==> config.mk <==
export PLATFORM = sky130hd
export DESIGN_NAME = regfile_writeback_queue
export DESIGN_NICKNAME = d
export VERILOG_FILES = /design/src/rtl/regfile_writeback_queue.sv
export SDC_FILE = /design/constraint.sdc
export NUM_CORES = 1
export LEC_CHECK = 0
export ABC_CLOCK_PERIOD_IN_PS = 6000
export CAP_MARGIN = 0
export CELL_PAD_IN_SITES_DETAIL_PLACEMENT = 1
export CELL_PAD_IN_SITES_GLOBAL_PLACEMENT = 1
export CORE_MARGIN = 2
export CORE_UTILIZATION = 43
export CTS_BUF_LIST = sky130_fd_sc_hd__clkbuf_16
export DETAILED_ROUTE_END_ITERATION = 10
export PLACE_DENSITY = 0.84
export SKIP_LAST_GASP = 1
export SYNTH_ARGS = -nofsm -noshare
export SYNTH_HDL_FRONTEND = slang
export SYNTH_SLANG_ARGS = --single-unit
export TNS_END_PERCENT = 1
==> constraint.sdc <==
create_clock -name clk -period 6 [get_ports clk]
set_clock_uncertainty 0.05 [all_clocks]
set_input_delay 1.5 -clock clk [delete_from_list [all_inputs] [get_ports clk]]
set_output_delay 1.5 -clock clk [all_outputs]
set_load 0.05 [all_outputs]
==> src/rtl/regfile_writeback_queue.sv <==
// Ordered write-back buffer in front of the register file's single write port.
// Merges load and ALU results, drains one write per cycle, and forwards pending values to decode.
module regfile_writeback_queue #(
  parameter int DATA_WIDTH    = 32,
  parameter int REG_NUM_WIDTH = 3,
  parameter int DEPTH         = 4
) (
  input  logic                       clk,
  input  logic                       rstN,
  input  logic                       memValid,
  input  logic [REG_NUM_WIDTH-1:0]   memNum,
  input  logic [DATA_WIDTH-1:0]      memData,
  input  logic                       aluValid,
  input  logic [REG_NUM_WIDTH-1:0]   aluNum,
  input  logic [DATA_WIDTH-1:0]      aluData,
  output logic                       enqReady,
  output logic                       wrEnable,
  output logic [REG_NUM_WIDTH-1:0]   wrNum,
  output logic [DATA_WIDTH-1:0]      wrData,
  input  logic [REG_NUM_WIDTH-1:0]   fwdNumA,
  input  logic [REG_NUM_WIDTH-1:0]   fwdNumB,
  output logic                       fwdHitA,
  output logic                       fwdHitB,
  output logic [DATA_WIDTH-1:0]      fwdDataA,
  output logic [DATA_WIDTH-1:0]      fwdDataB,
  output logic [$clog2(DEPTH):0]     count
);

  localparam int PTR_W = $clog2(DEPTH);
  localparam int CNT_W = PTR_W + 1;

  logic [REG_NUM_WIDTH-1:0] r_num  [DEPTH];
  logic [DATA_WIDTH-1:0]    r_data [DEPTH];
  logic [PTR_W-1:0]         r_head;
  logic [PTR_W-1:0]         r_tail;
  logic [CNT_W-1:0]         r_count;

  logic                     w_mem_acc;
  logic                     w_alu_acc;
  logic                     w_deq;
  logic [1:0]               w_n_enq;
  logic [PTR_W-1:0]         w_alu_slot;

  // Handshake: a source transfers on a cycle where its valid and enqReady are both 1;
  // while enqReady is 0 the source holds its result and valid. enqReady depends only on
  // registered count, so there is room for two entries whenever it is asserted.
  assign enqReady   = (r_count <= CNT_W'(DEPTH - 2));
  assign w_mem_acc  = enqReady && memValid && (memNum != '0);
  assign w_alu_acc  = enqReady && aluValid && (aluNum != '0);
  assign w_n_enq    = {1'b0, w_mem_acc} + {1'b0, w_alu_acc};
  assign w_alu_slot = r_tail + PTR_W'(w_mem_acc);
  assign w_deq      = (r_count != '0);

  always_ff @(posedge clk) begin
    if (!rstN) begin
      r_head  <= '0;
      r_tail  <= '0;
      r_count <= '0;
    end else begin
      r_head  <= r_head + PTR_W'(w_deq);
      r_tail  <= r_tail + PTR_W'(w_n_enq);
      r_count <= r_count + CNT_W'(w_n_enq) - CNT_W'(w_deq);
    end
  end

  // Entry storage needs no reset: occupancy alone decides which slots are live.
  always_ff @(posedge clk) begin
    if (w_mem_acc) begin
      r_num[r_tail]  <= memNum;
      r_data[r_tail] <= memData;
    end
    if (w_alu_acc) begin
      r_num[w_alu_slot]  <= aluNum;
      r_data[w_alu_slot] <= aluData;
    end
  end

  assign wrEnable = w_deq;
  assign wrNum    = w_deq ? r_num[r_head]  : '0;
  assign wrData   = w_deq ? r_data[r_head] : '0;
  assign count    = r_count;

  logic [REG_NUM_WIDTH-1:0] w_fwd_num  [2];
  logic                     w_fwd_hit  [2];
  logic [DATA_WIDTH-1:0]    w_fwd_data [2];

  assign w_fwd_num[0] = fwdNumA;
  assign w_fwd_num[1] = fwdNumB;

  // Scan oldest to youngest so a later match overrides an earlier one.
  always_comb begin
    for (int p = 0; p < 2; p++) begin
      w_fwd_hit[p]  = 1'b0;
      w_fwd_data[p] = '0;
      for (int i = 0; i < DEPTH; i++) begin
        if ((CNT_W'(i) < r_count) && (w_fwd_num[p] != '0) &&
            (r_num[r_head + PTR_W'(i)] == w_fwd_num[p])) begin
          w_fwd_hit[p]  = 1'b1;
          w_fwd_data[p] = r_data[r_head + PTR_W'(i)];
        end
      end
    end
  end

  assign fwdHitA  = w_fwd_hit[0];
  assign fwdDataA = w_fwd_data[0];
  assign fwdHitB  = w_fwd_hit[1];
  assign fwdDataB = w_fwd_data[1];

endmodule

==> results of run 1 <==
cell usage after synthesis, drive strengths merged, types with 3 or more instances:
cell type    n  area, um^2
nand2       76         285
a21oi       98         502
mux2       174        1960
dfxtp        7         140
inv         11        41.3
buf         51         289
or3          3        18.8
a211oi      57         428
mux2i       80         801
and2        78         489
nor2b       34         213
mux4         9         203
a311oi      33         333
edfxtp     140        4200
nand3       35         175
xor2         6        52.6
a221oi      32         280
o22ai       36         225
o21bai       3        22.5
nor2        40         150
o21ai       68         340
nor3        42         215
xnor2       17         149
ha           7        87.6
and3         3        18.8
clkbuf      69         267
o211ai       3        22.5
final timing paths:
kind,endpoint,from
worst max-delay path,fwdDataA[2],fwdNumA[1]
worst min-delay path,count[0]$_SDFF_PN0_,count[0]$_SDFF_PN0_
worst max register to register,r_data[2][18]$_DFFE_PP_,count[2]$_SDFF_PN0_
worst min register to register,count[0]$_SDFF_PN0_,count[0]$_SDFF_PN0_
worst max-delay path: cells and delay by family:
family / cells / cell delay [ps]
compound gates: 2 / 1040
buf+inv: 4 / 1090
simple gates: 3 / 550
mux: 1 / 120
cell families after synthesis:
family	Yosys count	share of synthesized area, %
compound gates	340	18.6
simple gates	320	13.5
mux	263	24.5
flops	147	35.9
buf+inv	131	4.94
xor+xnor	23	1.67
fa+ha+maj	8	0.890
power by group through the flow:
stage	logic, W	clock network [W]	registers (W)
after floorplan	0.00466	0	0.00172
after CTS	0.00750	0.00102	0.00182
after detailed placement	0.00746	0	0.00183
after global placement	0.00727	0	0.00179
after global routing	0.00791	0.00106	0.00185
final	0.00755	0.00101	0.00182
routing by layer:
layer  track usage [%]  part of all wire, %  wire, um
met5                 0                    0         0
met4              13.9                  3.7      1620
met3              3.68                  5.4      2360
met2              53.4                   51     22400
met1              35.7                   40     17600
registers in the layout (all words and copies together) (netlist names):
| name | count |
|---|---|
| count | 3 |
| r_data | 128 |
| r_head | 2 |
| r_num | 12 |
| r_tail | 2 |
layout by cell type, fill, tap and decap left out, types with 2 or more instances in the layout:
cell type,instances
a311oi_1,26
buf_4,43
xor2_1,6
o21ai_4,2
o21bai_4,2
o211ai_1,3
edfxtp_1,140
and3_1,2
dfxtp_1,5
clkinvlp_4,5
a221oi_1,32
a21oi_1,96
inv_6,6
or3_1,2
and2_1,77
mux2_2,174
inv_8,2
diode_2,4
dfxtp_4,2
a311oi_2,6
clkbuf_16,17
mux2i_1,80
inv_1,11
mux4_2,9
buf_12,70
ha_1,7
nand2b_1,2
xnor2_1,17
clkdlybuf4s50_1,119
a21oi_4,2
nor3_1,41
nand3_1,34
o22ai_1,36
nor2_1,40
nor2b_1,34
a211oi_1,57
nand2_1,74
nand2_2,2
o21ai_0,66
o211a_2,2
per-stage QoR:
step | instances | power, W | area [um^2]
final | 1758 | 0.0104 | 15600
after global placement | 1722 | 0.00906 | 15000
after detailed placement | 1722 | 0.00929 | 15000
after global routing | 1758 | 0.0108 | 15600
after CTS | 1754 | 0.0103 | 15600
after floorplan | 1232 | 0.00638 | 12100
cell type report:
class / count / area share [%]
Multi-Input combinational cell: 954 / 46.5
Sequential cell: 147 / 27.9
Timing Repair Buffer: 232 / 18.7
Tap cell: 378 / 3.03
Clock buffer: 17 / 2.73
Clock inverter: 15 / 0.779
Inverter: 11 / 0.281
Antenna cell: 4 / 0.0642
==> reports/results.tsv, run 1 <==
stage	metric	value	unit
placement	pre-CTS setup slack	221	ps
logic_synthesis	synthesized flop and latch total	147	
timing	Max-Slew Margin vs Limit	23.7	%
placement	Final GP Congestion	0.848	
placement	# port buffers	185	
critical_path	crit-path max cell delay	530	ps
floorplanning	Initial Utilization	43.6	%
power	P_leak	5.11	nW
floorplanning	Std-Cell Rows	61	
grt	vias in the first global route	12000	
logic_synthesis	sequential share of the synthesized area	35.9	%
timing	Min Clock Period, post-route	5910	ps
critical_path	CP arrival	4360	ps
grt	GRT Util Overall	29.9	%
logic_synthesis	Post-Syn Area	12100	um^2
min_path	Hold Path Depth	2	
detailed_routing	DRT iter0 DRCs	894	
final_layout	layout cells sized above 1	25.8	%
timing	final period utilization	98.5	%
logic_synthesis	ys async rst share	0	%
clock_tree	clock tree buffer depth	2	
detailed_routing	Post-route DRC	0	
critical_path	Critical Path RT	4450	ps
grt	first-pass GRT wire length	67.3	mm
final_layout	sequential cell area	4350	um^2
power	peak supply drop	452	uV
clock_tree	cts hold-fix bufs	0	
timing	max frequency	0.169	GHz
floorplanning	core box area	27700	um^2
logic_synthesis	synthesized area per cell	9.82	um^2
detailed_routing	Antenna Nets Post-Route	0	
final_layout	multi-input logic area	7240	um^2
critical_path	crit end category	output port	
critical_path	cell-by-cell trace of the critical path	clkdlybuf4s50_1 > buf_4 > nor2b_1 > mux2i_1 > nor3_1 > o211a_2 > buf_12 > nor3_1 > a311oi_1 > buf_12	
power	Pwr Density	666	nW/um^2
clock_tree	Clock Pin Slew Worst Setup and Hold Paths	70	ps
power	Comb pwr share	72.7	%
logic_synthesis	ys flop type	edfxtp_1	
timing	final hold vios	0	
run	max_cap viols	0	
logic_synthesis	YS warnings	0	
clock_tree	setup repair bufs after CTS	0	
timing	final setup vio count	0	
clock_tree	worst-skew pair later-pin latency	430	ps
floorplanning	die width	172	um
detailed_routing	routed len/inst	25.0	um
final_layout	area grow syn2layout	28.9	%
timing	fin worst setup slack	89.9	ps
clock_tree	CTS sink count	147	
critical_path	Slowest-stage cell, CP	o211a_2	
critical_path	R2R setup slack	2160	ps
clock_tree	CTS H-Tree Depth	4	
placement	Final HPWL DP	29.6	mm
final_layout	Final #Nets	1451	
power	internal power component	0.00502	W
detailed_routing	Routed WL	43.9	mm
logic_synthesis	Post-synth EDFFs	140	
power	Sw Pwr	0.00536	W
timing	setup TNS	0	ps
critical_path	CP Launch Type	primary input	
critical_path	R2R cell count	8	
clock_tree	number of buffers created by CTS	17	
logic_synthesis	Post-Syn Instances	1232	
grt	GRT overflow	0	
power	switch share	51.7	%
logic_synthesis	Syn Nets	1320	
final_layout	Util after Layout	56.3	%
floorplanning	total die area	29500	um^2
outcome	status	complete, no violations	
detailed_routing	DR pass1 iterations	5	
floorplanning	die height	172	um
clock_tree	Post-CTS Resized	0	
final_layout	fill cell instance count of the final layout	2974	
timing	hold slack final	614	ps
power	Clk network pwr share	9.8	%
power	Sequential Power Share	17.5	%
floorplanning	IO Pins	186	
timing	RSZ-0062 raised after global routing	no	
clock_tree	CTS tree	done	
grt	initial antenna violation count	4	
timing	slew of the pin with the lowest slew margin	1140	ps
detailed_routing	via count	11300	
critical_path	worst-path maximum fanout	32	
critical_path	Crit Path Class	in -> out	
logic_synthesis	Distinct cells, synth	54	
clock_tree	Root Driver	clkbuf_16	
grt	largest net degree at the start of global routing	155	
min_path	Min-Delay Path Class	reg -> reg	
detailed_routing	Via density	6.42	
timing	fin. max-slew vios	0	
No activity file was read; power rests on OpenSTA's default activity.
==> run 2, diff against run 1 <==
--- a/config.mk
+++ b/config.mk
@@ -9,7 +9,7 @@
 export CAP_MARGIN = 0
 export CELL_PAD_IN_SITES_DETAIL_PLACEMENT = 1
 export CELL_PAD_IN_SITES_GLOBAL_PLACEMENT = 1
-export CORE_MARGIN = 2
+export CORE_MARGIN = 1
 export CORE_UTILIZATION = 43
 export CTS_BUF_LIST = sky130_fd_sc_hd__clkbuf_16
 export DETAILED_ROUTE_END_ITERATION = 10
==> run 2 against run 1 <==
- the flow now finishes with violations (DRC)
- highest routed layer unchanged
- sequential power is essentially flat
- critical path type unchanged
- combinational power shrank 2%
- worst hold slack gained 14 ps
- largest power group unchanged
- setup slack gained 38 ps
- final cell count shrank 0.80%
- global-route usage shrank 0.86 points
- clock power is essentially flat
- critical endpoint is now fwdDataB[4]
- first-iteration DRC count shrank 5.9%
- register-to-register slack gained 240 ps
- fmax grew 0.64%
- cell area shrank 0.46%
==> reports/results.tsv, run 2 (synthesis gave the netlist of run 1 again) <==
stage	metric	value	unit
final_layout	Finished Layout Cells	1744	
clock_tree	cts hold-fix bufs	0	
critical_path	CP Launch Type	primary input	
timing	final setup vio count	0	
timing	slew of the pin with the lowest slew margin	1110	ps
timing	RSZ-0062 raised after global routing	no	
clock_tree	Post-CTS Resized	0	
detailed_routing	via count	11100	
clock_tree	Root Driver	clkbuf_16	
outcome	failing checks	DRC	
run	max_cap viols	0	
clock_tree	setup repair bufs after CTS	0	
final_layout	area grow syn2layout	28.3	%
timing	fin. max-slew vios	0	
timing	setup TNS	0	ps
outcome	status	finished, violations left	
final_layout	fill cell instance count of the final layout	2948	
critical_path	Crit Path Class	in -> out	
placement	Final GP Congestion	0.834	
final_layout	Util after Layout	56.0	%
floorplanning	core box area	27700	um^2
timing	Min Clock Period, post-route	5870	ps
grt	vias in the first global route	11400	
placement	Placed Cells	1708	
clock_tree	CTS tree	done	
timing	final period utilization	97.9	%
final_layout	layout cells sized above 1	25.0	%
final_layout	Final #Nets	1437	
min_path	Min-Delay Path Class	reg -> reg	
floorplanning	total die area	28800	um^2
final_layout	sequential cell area	4350	um^2
clock_tree	worst-skew pair later-pin latency	440	ps
floorplanning	Initial Utilization	43.6	%
critical_path	CP arrival	4320	ps
grt	GRT Util Overall	29.0	%
floorplanning	IO Pins	186	
critical_path	worst-path maximum fanout	19	
clock_tree	CTS sink count	147	
detailed_routing	Routed WL	42.2	mm
detailed_routing	Antenna Nets Post-Route	0	
detailed_routing	DR pass1 iterations	8	
grt	GRT overflow	0	
timing	hold slack final	628	ps
floorplanning	die height	170	um
timing	final hold vios	0	
grt	first-pass GRT wire length	64.1	mm
grt	largest net degree at the start of global routing	161	
power	Pwr Density	662	nW/um^2
timing	Max-Slew Margin vs Limit	25.5	%
critical_path	Critical Path RT	4450	ps
floorplanning	die width	170	um
final_layout	commonest non-fill, non-tap cell in the layout	mux2_2	
final_layout	Most flops, register	r_data	
clock_tree	Clock Pin Slew Worst Setup and Hold Paths	60	ps
detailed_routing	DRT iter0 DRCs	841	
final_layout	max reg flops	128	
detailed_routing	Post-route DRC	1	
placement	Final HPWL DP	28.0	mm
placement	pre-CTS setup slack	226	ps
clock_tree	number of buffers created by CTS	17	
power	P_leak	5.06	nW
clock_tree	CTS H-Tree Depth	4	
clock_tree	clock tree buffer depth	2	
final_layout	multi-input logic area	7240	um^2
detailed_routing	Via density	6.34	
critical_path	crit end category	output port	
power	peak supply drop	503	uV
timing	max frequency	0.170	GHz
final_layout	most frequent cells in the layout	174 x mux2_2, 140 x edfxtp_1, 119 x clkdlybuf4s50_1, 96 x a21oi_1, 80 x mux2i_1	
timing	fin worst setup slack	128	ps
floorplanning	Std-Cell Rows	61	
detailed_routing	routed len/inst	24.2	um
grt	initial antenna violation count	4	
placement	# port buffers	185	
-- run 2: power by group --
part	internal (W)	switching [W]	total, W	leakage (nW)
combinational	0.00288	0.00454	0.00742	3.45
clock	0.000572	0.000459	0.00103	0.266
sequential	0.00155	0.000271	0.00182	1.35
total	0.00501	0.00527	0.0103	5.06
-- run 2: cell type report --
| type | count | share of cell area, % |
|---|---|---|
| Sequential cell | 147 | 28.1 |
| Multi-Input combinational cell | 954 | 46.7 |
| Timing Repair Buffer | 218 | 18.3 |
| Clock inverter | 15 | 0.839 |
| Clock buffer | 17 | 2.74 |
| Antenna cell | 4 | 0.0645 |
| Inverter | 11 | 0.282 |
| Tap cell | 378 | 3.05 |
-- run 2: metrics by stage --
step	power, W	cell area (um^2)
final	0.0103	15500
after global routing	0.0107	15500
after CTS	0.0103	15500
after detailed placement	0.00918	14900
after global placement	0.00897	14900
after floorplan	0.00638	12100
-- run 2: worst paths after layout --
kind	start	endpoint	slack, ps	cells past startpoint
max	fwdNumB[2]	fwdDataB[4]	130	9
min	count[0]$_SDFF_PN0_	count[0]$_SDFF_PN0_	630	2
max reg2reg	count[2]$_SDFF_PN0_	r_data[1][18]$_DFFE_PP_	2400	8
min reg2reg	count[0]$_SDFF_PN0_	count[0]$_SDFF_PN0_	630	2
-- run 2: routing by layer --
metal | track usage [%] | wire length (um) | vias to the layer above
met5 | 0 | 0 | -
met4 | 13.5 | 1140 | 0
met3 | 3.57 | 2360 | 74
met2 | 51.5 | 21700 | 415
met1 | 34.8 | 17000 | 5610
li1 | - | - | 4954
-- run 2: critical path: stages --
cell and delay [ps]:
clkdlybuf4s50_1 770, inv_1 150, a221o_1 340, o22ai_1 290, and3_2 290, buf_4 320, a221oi_1 150, o22ai_1 310
buf_12 180
